### src/rtl/data_stack.sv
// Parameter stack for the Forth-style core: registered T/N feed the ULA and Y bus,
// deeper cells live in a small register file, with depth tracking and sticky error flags.
module data_stack #(
  parameter int DATA_WIDTH = 16,
  parameter int DEPTH      = 16,
  parameter int PTR_WIDTH  = 5
) (
  input  logic                  clk,
  input  logic                  rst,
  input  logic [2:0]            op,
  input  logic [DATA_WIDTH-1:0] din,
  input  logic                  clr_err,
  output logic [DATA_WIDTH-1:0] T,
  output logic [DATA_WIDTH-1:0] N,
  output logic [PTR_WIDTH-1:0]  depth,
  output logic                  empty,
  output logic                  full,
  output logic                  ovf,
  output logic                  unf
);

  typedef enum logic [2:0] {
    OP_NOP     = 3'b000,
    OP_PUSH    = 3'b001,
    OP_DROP    = 3'b010,
    OP_REPLACE = 3'b011,
    OP_BINOP   = 3'b100,
    OP_SWAP    = 3'b101,
    OP_DUP     = 3'b110,
    OP_NOP2    = 3'b111
  } op_e;

  localparam int MEM_DEPTH = DEPTH - 2;
  localparam int IDX_W     = (MEM_DEPTH > 1) ? $clog2(MEM_DEPTH) : 1;
  localparam logic [PTR_WIDTH-1:0] DEPTH_P = PTR_WIDTH'(DEPTH);
  localparam logic [PTR_WIDTH-1:0] ONE_P   = PTR_WIDTH'(1);
  localparam logic [PTR_WIDTH-1:0] TWO_P   = PTR_WIDTH'(2);
  localparam logic [PTR_WIDTH-1:0] THREE_P = PTR_WIDTH'(3);

  logic [DATA_WIDTH-1:0] t_q, t_d, n_q, n_d;
  logic [PTR_WIDTH-1:0]  depth_q, depth_d;
  logic                  ovf_q, ovf_d, unf_q, unf_d;
  logic                  ovf_set, unf_set;
  logic                  mem_we;
  logic [IDX_W-1:0]      wr_idx, rd_idx;
  logic [DATA_WIDTH-1:0] rd_data;
  logic                  has1, has2, has3, at_full;
  logic [DATA_WIDTH-1:0] mem_q [MEM_DEPTH];

  assign has1    = (depth_q != '0);
  assign has2    = (depth_q >= TWO_P);
  assign has3    = (depth_q >= THREE_P);
  assign at_full = (depth_q == DEPTH_P);
  assign wr_idx  = IDX_W'(depth_q - TWO_P);
  assign rd_idx  = IDX_W'(depth_q - THREE_P);
  // The third element becomes the new N on any pop; below depth 3 there is none.
  assign rd_data = has3 ? mem_q[rd_idx] : '0;

  always_comb begin
    t_d     = t_q;
    n_d     = n_q;
    depth_d = depth_q;
    ovf_set = 1'b0;
    unf_set = 1'b0;
    mem_we  = 1'b0;
    case (op_e'(op))
      OP_PUSH: begin
        if (at_full) ovf_set = 1'b1;
        else begin
          t_d     = din;
          n_d     = t_q;
          mem_we  = has2;
          depth_d = depth_q + ONE_P;
        end
      end
      OP_DUP: begin
        if (!has1)        unf_set = 1'b1;
        else if (at_full) ovf_set = 1'b1;
        else begin
          t_d     = t_q;
          n_d     = t_q;
          mem_we  = has2;
          depth_d = depth_q + ONE_P;
        end
      end
      OP_DROP: begin
        if (!has1) unf_set = 1'b1;
        else begin
          // Invalid N is held at 0, so T correctly clears when depth goes 1->0.
          t_d     = n_q;
          n_d     = rd_data;
          depth_d = depth_q - ONE_P;
        end
      end
      OP_BINOP: begin
        if (!has2) unf_set = 1'b1;
        else begin
          t_d     = din;
          n_d     = rd_data;
          depth_d = depth_q - ONE_P;
        end
      end
      OP_REPLACE: begin
        if (!has1) unf_set = 1'b1;
        else       t_d = din;
      end
      OP_SWAP: begin
        if (!has2) unf_set = 1'b1;
        else begin
          t_d = n_q;
          n_d = t_q;
        end
      end
      default: ;
    endcase
    // A new error in the same cycle as clr_err leaves the flag set.
    ovf_d = ovf_set | (ovf_q & ~clr_err);
    unf_d = unf_set | (unf_q & ~clr_err);
  end

  always_ff @(posedge clk) begin
    if (rst) begin
      t_q     <= '0;
      n_q     <= '0;
      depth_q <= '0;
      ovf_q   <= 1'b0;
      unf_q   <= 1'b0;
    end else begin
      t_q     <= t_d;
      n_q     <= n_d;
      depth_q <= depth_d;
      ovf_q   <= ovf_d;
      unf_q   <= unf_d;
    end
  end

  // Register-file contents are don't-care after reset; depth gates every read.
  always_ff @(posedge clk) begin
    if (!rst && mem_we) mem_q[wr_idx] <= n_q;
  end

  assign T     = t_q;
  assign N     = n_q;
  assign depth = depth_q;
  assign empty = (depth_q == '0);
  assign full  = at_full;
  assign ovf   = ovf_q;
  assign unf   = unf_q;

endmodule

### config.mk
export PLATFORM = sky130hd
export DESIGN_NAME = data_stack
export DESIGN_NICKNAME = d
export VERILOG_FILES = /design/src/rtl/data_stack.sv
export SDC_FILE = /design/constraint.sdc
export NUM_CORES = 1
export LEC_CHECK = 0
export CAP_MARGIN = 25
export CELL_PAD_IN_SITES_DETAIL_PLACEMENT = 1
export CELL_PAD_IN_SITES_GLOBAL_PLACEMENT = 2
export CORE_MARGIN = 1
export CORE_UTILIZATION = 36
export CTS_CLUSTER_SIZE = 16
export DETAILED_ROUTE_END_ITERATION = 8
export DONT_BUFFER_PORTS = 1
export PLACE_DENSITY = 0.72
export SETUP_SLACK_MARGIN = 0.05
export SYNTH_ARGS = -nofsm -noshare
export SYNTH_HDL_FRONTEND = slang
export SYNTH_SLANG_ARGS = --single-unit
### constraint.sdc
create_clock -name clk -period 4.26 [get_ports clk]
set_clock_uncertainty 0.2 [all_clocks]
set_input_delay 0.852 -clock clk [delete_from_list [all_inputs] [get_ports clk]]
set_output_delay 0.852 -clock clk [all_outputs]
set_load 0.05 [all_outputs]
Word level (Yosys, flattened, before mapping) --
Memories as Yosys holds them, arrays and structs flattened. Cells that the tools add are included.
Word-level totals: bits in registers 39, bits in writable memories 224, bits of input ports 22, output and inout port bits 41, word-level logic and storage cells 71, memories 1
Memories:
- mem_q | words 14, width 16, read ports 1, clocked after Yosys merged registers in 0, write ports 1, RTL line 48 | logic [DATA_WIDTH-1:0] mem_q [MEM_DEPTH];
Cells by class: add/sub/neg operators 4, order comparisons 2, eq/ne operators 13, muxes and demuxes 29, bitwise logic cells 5, reductions and logical operators 12
Operators by type and width (count):
- 16-bit 2-to-1 mux | 11
- 16-bit one-hot mux with 5 select lines | 2
- 5-bit 2-to-1 mux | 4
- 5-bit one-hot mux with 4 select lines | 1
- 5-bit nonzero test | 3
- 2-bit != test (second input constant) | 6
- 5-bit by 2-bit >= comparator with 1-bit output (second input constant) | 2
- 3-bit == test (second input constant) | 3
- 1-bit 2-to-1 mux | 8
- 4-bit by 2-bit subtractor with 4-bit output (second input constant) | 2
- 3-bit by 2-bit == test with 1-bit output (second input constant) | 2
- 1-bit one-hot mux with 2 select lines | 3
- 6-bit AND reduction | 1
- 5-bit by 1-bit adder with 5-bit output (second input constant) | 1
- 5-bit == test (second input constant) | 1
- 5-bit zero test | 1
- 5-bit AND reduction | 1
- 5-bit by 1-bit subtractor with 5-bit output (second input constant) | 1
- 4-bit AND reduction | 1
- 4-bit nonzero test | 1
- 3-bit by 1-bit == test with 1-bit output (second input constant) | 1
- 3-bit OR reduction | 1
- 1-bit AND | 2
- 1-bit OR | 2
- 4 further kinds | 4

Logic depth before layout (Yosys ltp) --
Gate-level depths: netlist (run 1).
word-level depth 7, depth in mapped cells 12, gate-level depth less buffers 9

Worst setup path after synthesis (run 1) --
OpenSTA, ideal clock, no wires.
kind register to output, start point register depth_q[0], in the netlist depth[0], end point output port empty, arrival 2365 ps, data required time 3208 ps, setup slack 843 ps, cell stages (with the launch flop) 7, buffers on the path 2, cells stage by stage dfxtp_1 > buf_4 > buf_2 > inv_1 > ha_1 > or3b_1 > nor2_1
Between the ends: word-level cells in the longest chain between the ends 1
RTL lines:
- start, declared | RTL line 41 | logic [PTR_WIDTH-1:0] depth_q, depth_d;
- start signal, assigned | RTL line 131 | depth_q <= depth_d;
- 5-bit zero test | RTL line 145 | assign empty = (depth_q == '0);
- end, declared | RTL line 16 | output logic empty,
No other way between the ends.

Final worst setup path (run 1) --
start point register depth_q[0], in the netlist depth[0], end point memory mem_q[9][4] (enable)
Between the ends: word-level cells in the longest chain between the ends 7
RTL lines:
- 5-bit by 2-bit >= comparator with 1-bit output or 5-bit == test (tied branches) | RTL line 51, 53
- 1-bit 2-to-1 mux | RTL line 68, 78
- 1-bit 2-to-1 mux | RTL line 77 | if (!has1) unf_set = 1'b1;
- 1-bit one-hot mux with 2 select lines | RTL line 66 | case (op_e'(op))
- 1-bit logical AND | RTL line 139 | if (!rst && mem_we) mem_q[wr_idx] <= n_q;
- 1-bit 2-to-1 mux | RTL line 139
- 1-bit 2-to-1 mux (implied by the code) | RTL line 139
- end, declared | RTL line 48
Several ways; a longest one is shown, not always the timed one.

==> results of run 1 <==
-- synth_stat cells (3+ instances only) --
| library cell | number | area [sq um] |
|---|---|---|
| buf_2 | 17 | 85.1 |
| a211oi_1 | 31 | 233 |
| and3b_1 | 3 | 26.3 |
| a221oi_1 | 15 | 131 |
| ha_1 | 9 | 113 |
| edfxtp_1 | 224 | 6730 |
| dfxtp_1 | 39 | 781 |
| o21ai_1 | 3 | 15.0 |
| nor2_1 | 43 | 161 |
| mux4_2 | 35 | 788 |
| nor3_1 | 15 | 75.1 |
| buf_6 | 5 | 56.3 |
| o21ai_0 | 5 | 25.0 |
| xnor2_1 | 3 | 26.3 |
| o21bai_1 | 3 | 22.5 |
| mux2_1 | 17 | 191 |
| inv_1 | 9 | 33.8 |
| a21oi_1 | 5 | 25.0 |
| mux2_2 | 12 | 135 |
| and2_1 | 4 | 25.0 |
| mux4_1 | 12 | 315 |
| nor2b_1 | 4 | 25.0 |
| and3_1 | 8 | 50.1 |
| buf_4 | 6 | 45.0 |
| a21o_1 | 3 | 22.5 |
| nand2b_1 | 3 | 18.8 |
| nand2_1 | 3 | 11.3 |
| mux2i_1 | 37 | 370 |
| nand3_1 | 3 | 15.0 |
| clkbuf_1 | 8 | 30.0 |
-- worst min path at each step --
stage	depth (start not counted)	to	slack, ns	start
final	1	depth[0]	0.18	rst
after global routing	1	depth[0]	0.17	rst
after CTS	1	depth[0]	0.16	rst
after detailed placement	2	T[14]	0.35	N[14]
after global placement	2	T[14]	0.35	N[14]
after floorplan	4	N[14]	0.51	mem_q[13][14]
-- sequential cells by signal (all words and copies together), names as in the netlist --
| name | count |
|---|---|
| ovf | 1 |
| mem_q | 224 |
| T | 16 |
| N | 16 |
| unf | 1 |
| depth | 5 |
-- routing by layer --
metal / up-vias / routed length (microns)
li1: 2515 / -
met1: 3012 / 11800
met2: 145 / 13600
met3: 34 / 1350
met4: 0 / 471
met5: - / 0
-- logic make-up after synthesis --
logic type               Yosys count  share of synthesized area, %
buffers and inverters             47                          2.61
AND/OR/NAND/NOR                   98                          4.78
flip-flops                       263                          68.8
adder cells (fa/ha/maj)           10                          1.22
AO/OA/AOI/OAI                     77                          5.42
XOR/XNOR                           6                         0.654
multiplexers                     113                          16.5
-- cell type report --
type | count | share of cell area (%)
clock buffers | 31 | 5.59
clock inverters | 18 | 1.64
inverters | 9 | 0.274
multi-input cells | 304 | 25.4
flip-flops and latches | 263 | 60.8
well taps | 390 | 3.95
repair buffers | 29 | 2.33
-- power by group through the flow --
stage / Combinational [uW] / Clock, uW / Sequential [uW]
final: 1510 / 2390 / 3330
after global routing: 1620 / 2510 / 3350
after CTS: 1510 / 2440 / 3350
after detailed placement: 1510 / 0 / 3410
after global placement: 1400 / 0 / 3440
after floorplan: 1010 / 0 / 3410
-- per-stage QoR --
| step | instances | hold WS [ns] |
|---|---|---|
| global route | 1044 | 0.167 |
| CTS | 1042 | 0.160 |
| global placement | 989 | 0.347 |
| floorplan | 614 | 0.513 |
| detailed placement | 993 | 0.348 |
| finish | 1044 | 0.180 |
==> reports/qor.yml, run 1 <==
power:
  internal_power_uw: 5010
  clkPwrFrac_pct: 33.1
  switchingPower_uw: 2220
  p_per_area_nw_per_um2: 585
  leakage_uw: 0.00406
  p_comb_share_pct: 20.8
  power_uw: 7220
  peakVddDrop_mv: 0.279
  pwr-share-seq_pct: 46.1
  swShare_pct: 30.7
sta:
  totalNegativeSetupSlack_ns: 0
  final.min_clock_period_ns: 3.47
  max_clock_freq_mhz: 288
  rsz0062_at_grt: "no"
  finalCritPeriodShare_pct: 81.5
  worst_pin_slew_ns: 0.890
  layout_setup_ws_ns: 0.788
  finalHoldViolations: 0
  final_max_slew_viol_count: 0
  setup_viol: 0
  slew_headroom_pct: 40.6
place:
  dp_slack_ns: 0.793
  globalplace.congestion: 0.746
  hpwlAfterDp_mm: 17.6
  post_dp_cell_area_sq_um: 11400
  portBuffers: 0
synth:
  yosysSeqAreaShare_pct: 68.8
  syn-instance-count: 614
  ys_ff_latch: 263
  synthArstFlopShare_pct: 0
  synth_edf_count: 224
  synth.distinct_cells: 55
  syn_area_sq_um: 10900
  yosysWarnings: 0
  ys.flop_type: "edfxtp_1"
  syn_nets: 646
  avgSynthCellArea_sq_um: 17.8
critical_path:
  crit_required_ns: 4.21
  end_kind: "flop"
  critPathSlowestCell: "and3_1"
  crit_family: "simple AND/OR/NAND/NOR gates"
  endpoint: "mem_q[9][4]"
  regToRegSetupSlack_ns: 0.79
  r2r-end: "mem_q[9][4]"
  critical_path_buf_inv_count: 1
  startpoint: "depth[0]"
  crit_cells: 7
  max_stage_delay_ns: 0.78
  critPathArrivalTime_ns: 3.42
  critPathLaunchType: "flop"
  crit_chain: "inv_1, ha_2, or3b_1, o21ai_0, a211o_1, nor2b_2, and3_1"
  r2r_start: "depth[0]"
  ff2ff_path_depth: 7
  worst-path-max-fanout: 17
  path_class: "flop to flop"
final_layout:
  num-fill-cells: 2840
  fin_nets: 666
  finish.utilization_pct: 41.6
  layout_common_cells: "edfxtp_1 (224), nor2_1 (43), dfxtp_1 (38), mux2i_1 (37), mux4_2 (35)"
  mostFrequentLayoutCell: "edfxtp_1"
  num_antenna_cells: 0
  multi_input_area_sq_um: 3140
  seqCellArea_sq_um: 7510
  fin_area_sq_um: 12400
  drive_above_1_share_pct: 20.3
  area_growth_pct: 13.2
drt:
  drt_iter0_drc: 430
  viasPerCell: 5.47
  first_pass_iters: 5
  vias: 5706
  antenna_left: 0
  drt-total-wl_mm: 27.3
  route.detailed.drc: 0
  drt-wirelength-per-cell_microns: 26.1
global_routing:
  grt_pass1_vias: 6003
  use_met3_pct: 2.80
  grt_antenna_before_repair: 1
  grt_util_met2_pct: 30.3
  overflow: 0
  busiest_layer: "met2"
  grt_max_degree: 64
  use_met1_pct: 24.6
  grt_pass1_wl_mm: 40.4
  grtUsageTotal_pct: 18.0
clocking:
  cts_made_buffers: 27
  clock_sinks: 263
  cts_hold_buf: 0
  htreeDepth: 1
  cts_buffer_depth: 3
  cts_root_buf: "clkbuf_16"
  clk_latency_ns: 0.53
  cts_tree: "yes"
  path_clk_slew_ns: 0.07
  cts.repair.resized: 0
  post_cts_buffers: 0
floorplan:
  rows: 63
  ios: 63
  fp.dieArea_sq_um: 31000
  start_util_pct: 36.7
  core-area_sq_um: 29700
  die_y_microns: 176
  die_w_microns: 176
hold_path:
  min_path_type: "input port to flop"
run:
  max_cap_viol_count: 0
run_status:
  outcome: "finished, final reports clean"
No activity file was read; power rests on OpenSTA's default activity.
==> run 2, diff against run 1 <==
--- a/config.mk
+++ b/config.mk
@@ -13,7 +13,7 @@
 export CTS_CLUSTER_SIZE = 16
 export DETAILED_ROUTE_END_ITERATION = 8
 export DONT_BUFFER_PORTS = 1
-export PLACE_DENSITY = 0.72
+export PLACE_DENSITY = 0.74
 export SETUP_SLACK_MARGIN = 0.05
 export SYNTH_ARGS = -nofsm -noshare
 export SYNTH_HDL_FRONTEND = slang
==> constraint.sdc (replaced) <==
create_clock -name clk -period 3 [get_ports clk]
set_clock_uncertainty 0.2 [all_clocks]
set_input_delay 0.6 -clock clk [delete_from_list [all_inputs] [get_ports clk]]
set_output_delay 0.6 -clock clk [all_outputs]
set_load 0.05 [all_outputs]
==> run 2 against run 1 <==
Final area grew 2.2%. Sequential share of layout area shrank 1.3 points. Final cell count grew 1.5%. Via count grew 1.3%. Register-to-register slack lost 0.54 ns. Sequential cell count is the same. Global-route usage shrank 1.1 points. Critical endpoint is now empty.
==> reports/qor.yml, run 2 (synthesized netlist as in run 1, its figures left out) <==
drt:
  route.detailed.drc: 0
  drt-total-wl_mm: 25.9
  first_pass_iters: 4
  vias: 5782
  drt-wirelength-per-cell_microns: 24.4
  drt_iter0_drc: 448
  antenna_left: 0
  viasPerCell: 5.45
critical_path:
  critPathArrivalTime_ns: 2.00
  crit_required_ns: 2.20
  critPathLaunchType: "flop"
  end_kind: "output port"
  path_class: "flop to output port"
  worst-path-max-fanout: 5
final_layout:
  largest_register_ff_count: 224
  fin_nets: 682
  mostFrequentLayoutCell: "edfxtp_1"
  drive_above_1_share_pct: 24.3
  largest-register: "mem_q"
  layout.cells.non_filler: 1060
  num_antenna_cells: 0
  num-fill-cells: 2816
  layout_common_cells: "edfxtp_1 (224), nor2_1 (42), dfxtp_1 (37), mux2i_1 (37), mux4_2 (35)"
  fin_area_sq_um: 12600
  area_growth_pct: 15.7
floorplan:
  rows: 63
  die_y_microns: 176
  die_w_microns: 176
  ios: 63
  fp.dieArea_sq_um: 31000
  core-area_sq_um: 29700
  start_util_pct: 36.7
global_routing:
  grt_max_degree: 48
  grt_antenna_before_repair: 0
  grt_pass1_wl_mm: 38.6
  grtUsageTotal_pct: 16.9
  overflow: 0
  grt_pass1_vias: 6227
clocking:
  clk_latency_ns: 0.53
  htreeDepth: 1
  cts.repair.resized: 0
  path_clk_slew_ns: 0.06
  cts_root_buf: "clkbuf_16"
  cts_made_buffers: 26
  cts_tree: "yes"
  clock_sinks: 263
  post_cts_buffers: 0
  cts_buffer_depth: 3
power:
  internal_power_uw: 6990
  leakage_uw: 0.00417
  p_per_area_nw_per_um2: 790
  clkPwrFrac_pct: 32.1
  pwr-share-seq_pct: 47.9
  p_comb_share_pct: 20.0
  switchingPower_uw: 2980
  peakVddDrop_mv: 0.358
  swShare_pct: 29.9
sta:
  slew_headroom_pct: 31.7
  finalHoldViolations: 0
  layout_setup_ws_ns: 0.199
  finalCritPeriodShare_pct: 93.4
  worst_pin_slew_ns: 1.02
  final_max_slew_viol_count: 0
  rsz0062_at_grt: "no"
  totalNegativeSetupSlack_ns: 0
  setup_viol: 0
  final.min_clock_period_ns: 2.80
  max_clock_freq_mhz: 357
place:
  hpwlAfterDp_mm: 15.3
  post_dp_cell_area_sq_um: 11700
  globalplace.congestion: 0.767
  dp_slack_ns: 0.235
  portBuffers: 0
  placed_cells: 1010
run_status:
  outcome: "finished, final reports clean"
hold_path:
  min_path_type: "input port to flop"
run:
  max_cap_viol_count: 0
run 2: cell count changes in the layout (fill, tap and decap cells not counted), moves of 4 or more:
cell	change
and2_2	+4
buf_12	+17
buf_8	-5
and2_1	-4
buf_4	+5
and3_2	+8
and3_1	-8
run 2: through the flow:
stage | hold WS, ns | total power (uW) | utilization (%)
after floorplan | 0.440 | 6280 | -
after detailed placement | 0.476 | 6840 | 39.5
final | 0.0383 | 9970 | 42.5
after global routing | 0.0381 | 10300 | 42.5
after global placement | 0.466 | 6750 | 39.5
after CTS | 0.0222 | 10100 | 42.4
run 2: final cells by class:
type                            instances  area (sq um)  area share, %
Timing Repair Buffer                   46           591           4.68
Inverter                                9          33.8          0.268
Clock inverter                         18           178           1.41
Sequential cell                       263          7510           59.5
Clock buffer                           30           666           5.27
Tap cell                              390           488           3.87
Multi-Input combinational cell        304          3160           25.0
run 2: power by group through the flow:
stage	Combinational (uW)	Sequential, uW	Clock, uW
after global routing	2150	4810	3370
after detailed placement	1960	4880	0
after CTS	1990	4800	3270
after global placement	1900	4850	0
final	2000	4770	3200
after floorplan	1440	4850	0
run 2: worst max-delay path, cell delays in order (launching register included):
cell	delay, ns
dfxtp_4	0.35
inv_1	0.07
ha_2	0.25
or3b_1	0.48
nor2_2	0.18
buf_12	0.15
run 2: worst paths after layout:
path,start,end,slack (ns),depth (start not counted)
setup / recovery,depth[0],empty,0.20,5
hold / removal,rst,N[14],0.04,2
setup reg to reg,depth[0],N[9],0.25,7
hold reg to reg,N[12],mem_q[12][12],0.40,0
run 2: repair_timing:
action,4_1_cts,5_1_grt
endpoints found under the setup margin,0,0
endpoints found under the hold margin,37,0
hold buffers,1,0
run 2: metal layers:
layer,vias up,part of all wire (%),global-route usage [%]
met1,3029,39,21.1
met3,45,7.5,3.51
met5,-,0,0
met4,0,2.1,4.64
li1,2548,-,-
met2,160,51,29.8
==> RTL edit: new RTL, flow settings as in run 1 <==
Remove the case item `OP_BINOP` of the case on `op_e'(op)`.
--- a/src/rtl/data_stack.sv
+++ b/src/rtl/data_stack.sv
@@ -92,14 +92,6 @@
           depth_d = depth_q - ONE_P;
         end
       end
-      OP_BINOP: begin
-        if (!has2) unf_set = 1'b1;
-        else begin
-          t_d     = din;
-          n_d     = rd_data;
-          depth_d = depth_q - ONE_P;
-        end
-      end
       OP_REPLACE: begin
         if (!has1) unf_set = 1'b1;
         else       t_d = din;
Formal check against the unedited RTL: not equivalent (Yosys sat finds a counterexample within 4 cycles, from zero or initial values and one cycle with rst high).
==> RTL edit against run 1 <==
Maximum frequency up 6.9%; synthesized cell count is 4.4% higher; power is 11% lower; sequential cell count stayed put; non-clock buffer count rose by 14; via count up 5.1%; routed wire length is 1.6% lower; critical path depth decreased by 5; area after synthesis up 1.0%; design area increased by 2.5%; setup slack improved by 0.23 ns; critical path type is now flip-flop to primary output.
==> RTL edit: results (changes against run 1) <==
- Unique cell type count in the Yosys netlist: 58 (+5.5%)
- Cell Area, Placed: 11,600 µm² (+1.9%)
* Vias per cell: 5.50 (+0.65%)
- Dpl ws: 0.966 ns (+0.173 ns)
- The critical-path maximum fanout is 12 (-5).
- The wire length of the first global-routing pass came to 40,800 µm (+0.92%).
* Relative slew slack: 0.310 (-0.0962)
* Clock buffer count from CTS: 29 (+7.4%)
* # Post-CTS Setup Buffers: 0 (unchanged)
- The instance count after placement with tap cells included came to 1,033 (+4.0%).
- In the post-synthesis netlist, the biggest area contributors are sky130_fd_sc_hd__edfxtp_1 (61%), sky130_fd_sc_hd__mux4_2 (9.6%), sky130_fd_sc_hd__dfxtp_1 (7.1%).
- Resized cells post-CTS: 0 (unchanged)
* Run status: complete, no violations
- Antenna violations before repair: 0 (-1)
- The total nets after synthesis is 673 (+4.2%).
* Total leakage power: 4.15 nW (+2.2%)
- Mean cell area of the mapped netlist: 17.2 µm² (-3.2%)
* Final net count: 709 (+6.5%)
- Post-detailed-route DRC marker count: 0 (unchanged)
- Placed wire-length estimate after detailed placement: 16,800 µm (-4.9%)
* Int Power: 4.73 mW (-5.5%)
* Number of violations reported at the end of detailed-routing iteration 0: 405 (-5.8%)
- The arrival time reported for the critical path endpoint was 2.20 ns (-1.22 ns).
* Top cells by instance count after synthesis: sky130_fd_sc_hd__edfxtp_1 (224), sky130_fd_sc_hd__mux4_2 (47), sky130_fd_sc_hd__dfxtp_1 (39), sky130_fd_sc_hd__nand2_1 (39), sky130_fd_sc_hd__mux2i_1 (37)
* Detailed-route wire length: 26,800 µm (-1.6%)
- The vias after detailed routing came to 5,996 (+5.1%).
* Fraction of layout instances using a drive strength above 1: 0.263 (+0.0595)
- Number of global-route vias before repair: 6,454 (+7.5%)
- The weighted congestion at the end of routability-driven global placement came to 0.805 (+8.0%).
- The pin count of the biggest net entering global routing came to 40 (-38%).
- The total of fill cells in the finished design is 2,876 (+1.3%).
* Share of the yosys chip area belonging to registers: 0.681 (-0.00687)
- Number of detailed-routing iterations run before antenna repair: 4 (-1)
- The global router's overall resource usage came to 0.177 (-0.00296).
==> RTL edit: power by group through the flow <==
stage               registers [mW]  logic [mW]  clock network [mW]
finish                        3.07       0.887                2.46
global route                  3.08       0.959                2.61
global placement              3.15       0.828                   0
detailed placement            3.16       0.853                   0
floorplan                     3.19       0.568                   0
CTS                           3.10       0.855                2.51
==> RTL edit: worst paths after layout <==
kind,from,endpoint,slack [ns]
worst max register to register,depth[1],N[15],1.10
worst min register to register,N[7],mem_q[4][7],0.39
worst min-delay path,rst,T[9],0.17
worst max-delay path,depth[4],full,1.01
==> RTL edit: final cells by class <==
cell class              count  area (µm²)  share of cell area
flip-flops and latches    263        7510               0.593
multi-input cells         325        3290               0.260
clock buffers              37         776              0.0613
well taps                 390         488              0.0385
repair buffers             43         370              0.0293
clock inverters            17         165              0.0130
inverters                  15        56.3             0.00445
==> RTL edit: cells by family after synthesis <==
family          share of synthesized area
simple gates                       0.0505
fa+ha+maj                          0.0120
flops                               0.681
compound gates                     0.0582
xor+xnor                          0.00704
buf+inv                            0.0259
mux                                 0.165
==> RTL edit: worst max-delay path, stage by stage (launching register included) <==
cell	delay [ns]
sky130_fd_sc_hd__dfxtp_1	0.89
sky130_fd_sc_hd__nand4bb_1	0.32
sky130_fd_sc_hd__inv_1	0.43
==> RTL edit: metal layers <==
layer  vias to the layer above  routed length, µm  GRT usage
met5                         -                  0          0
met4                         0                640     0.0521
met3                        47               1510     0.0333
met2                       158              13500      0.308
met1                      3167              11200      0.223
li1                       2624                  -          -
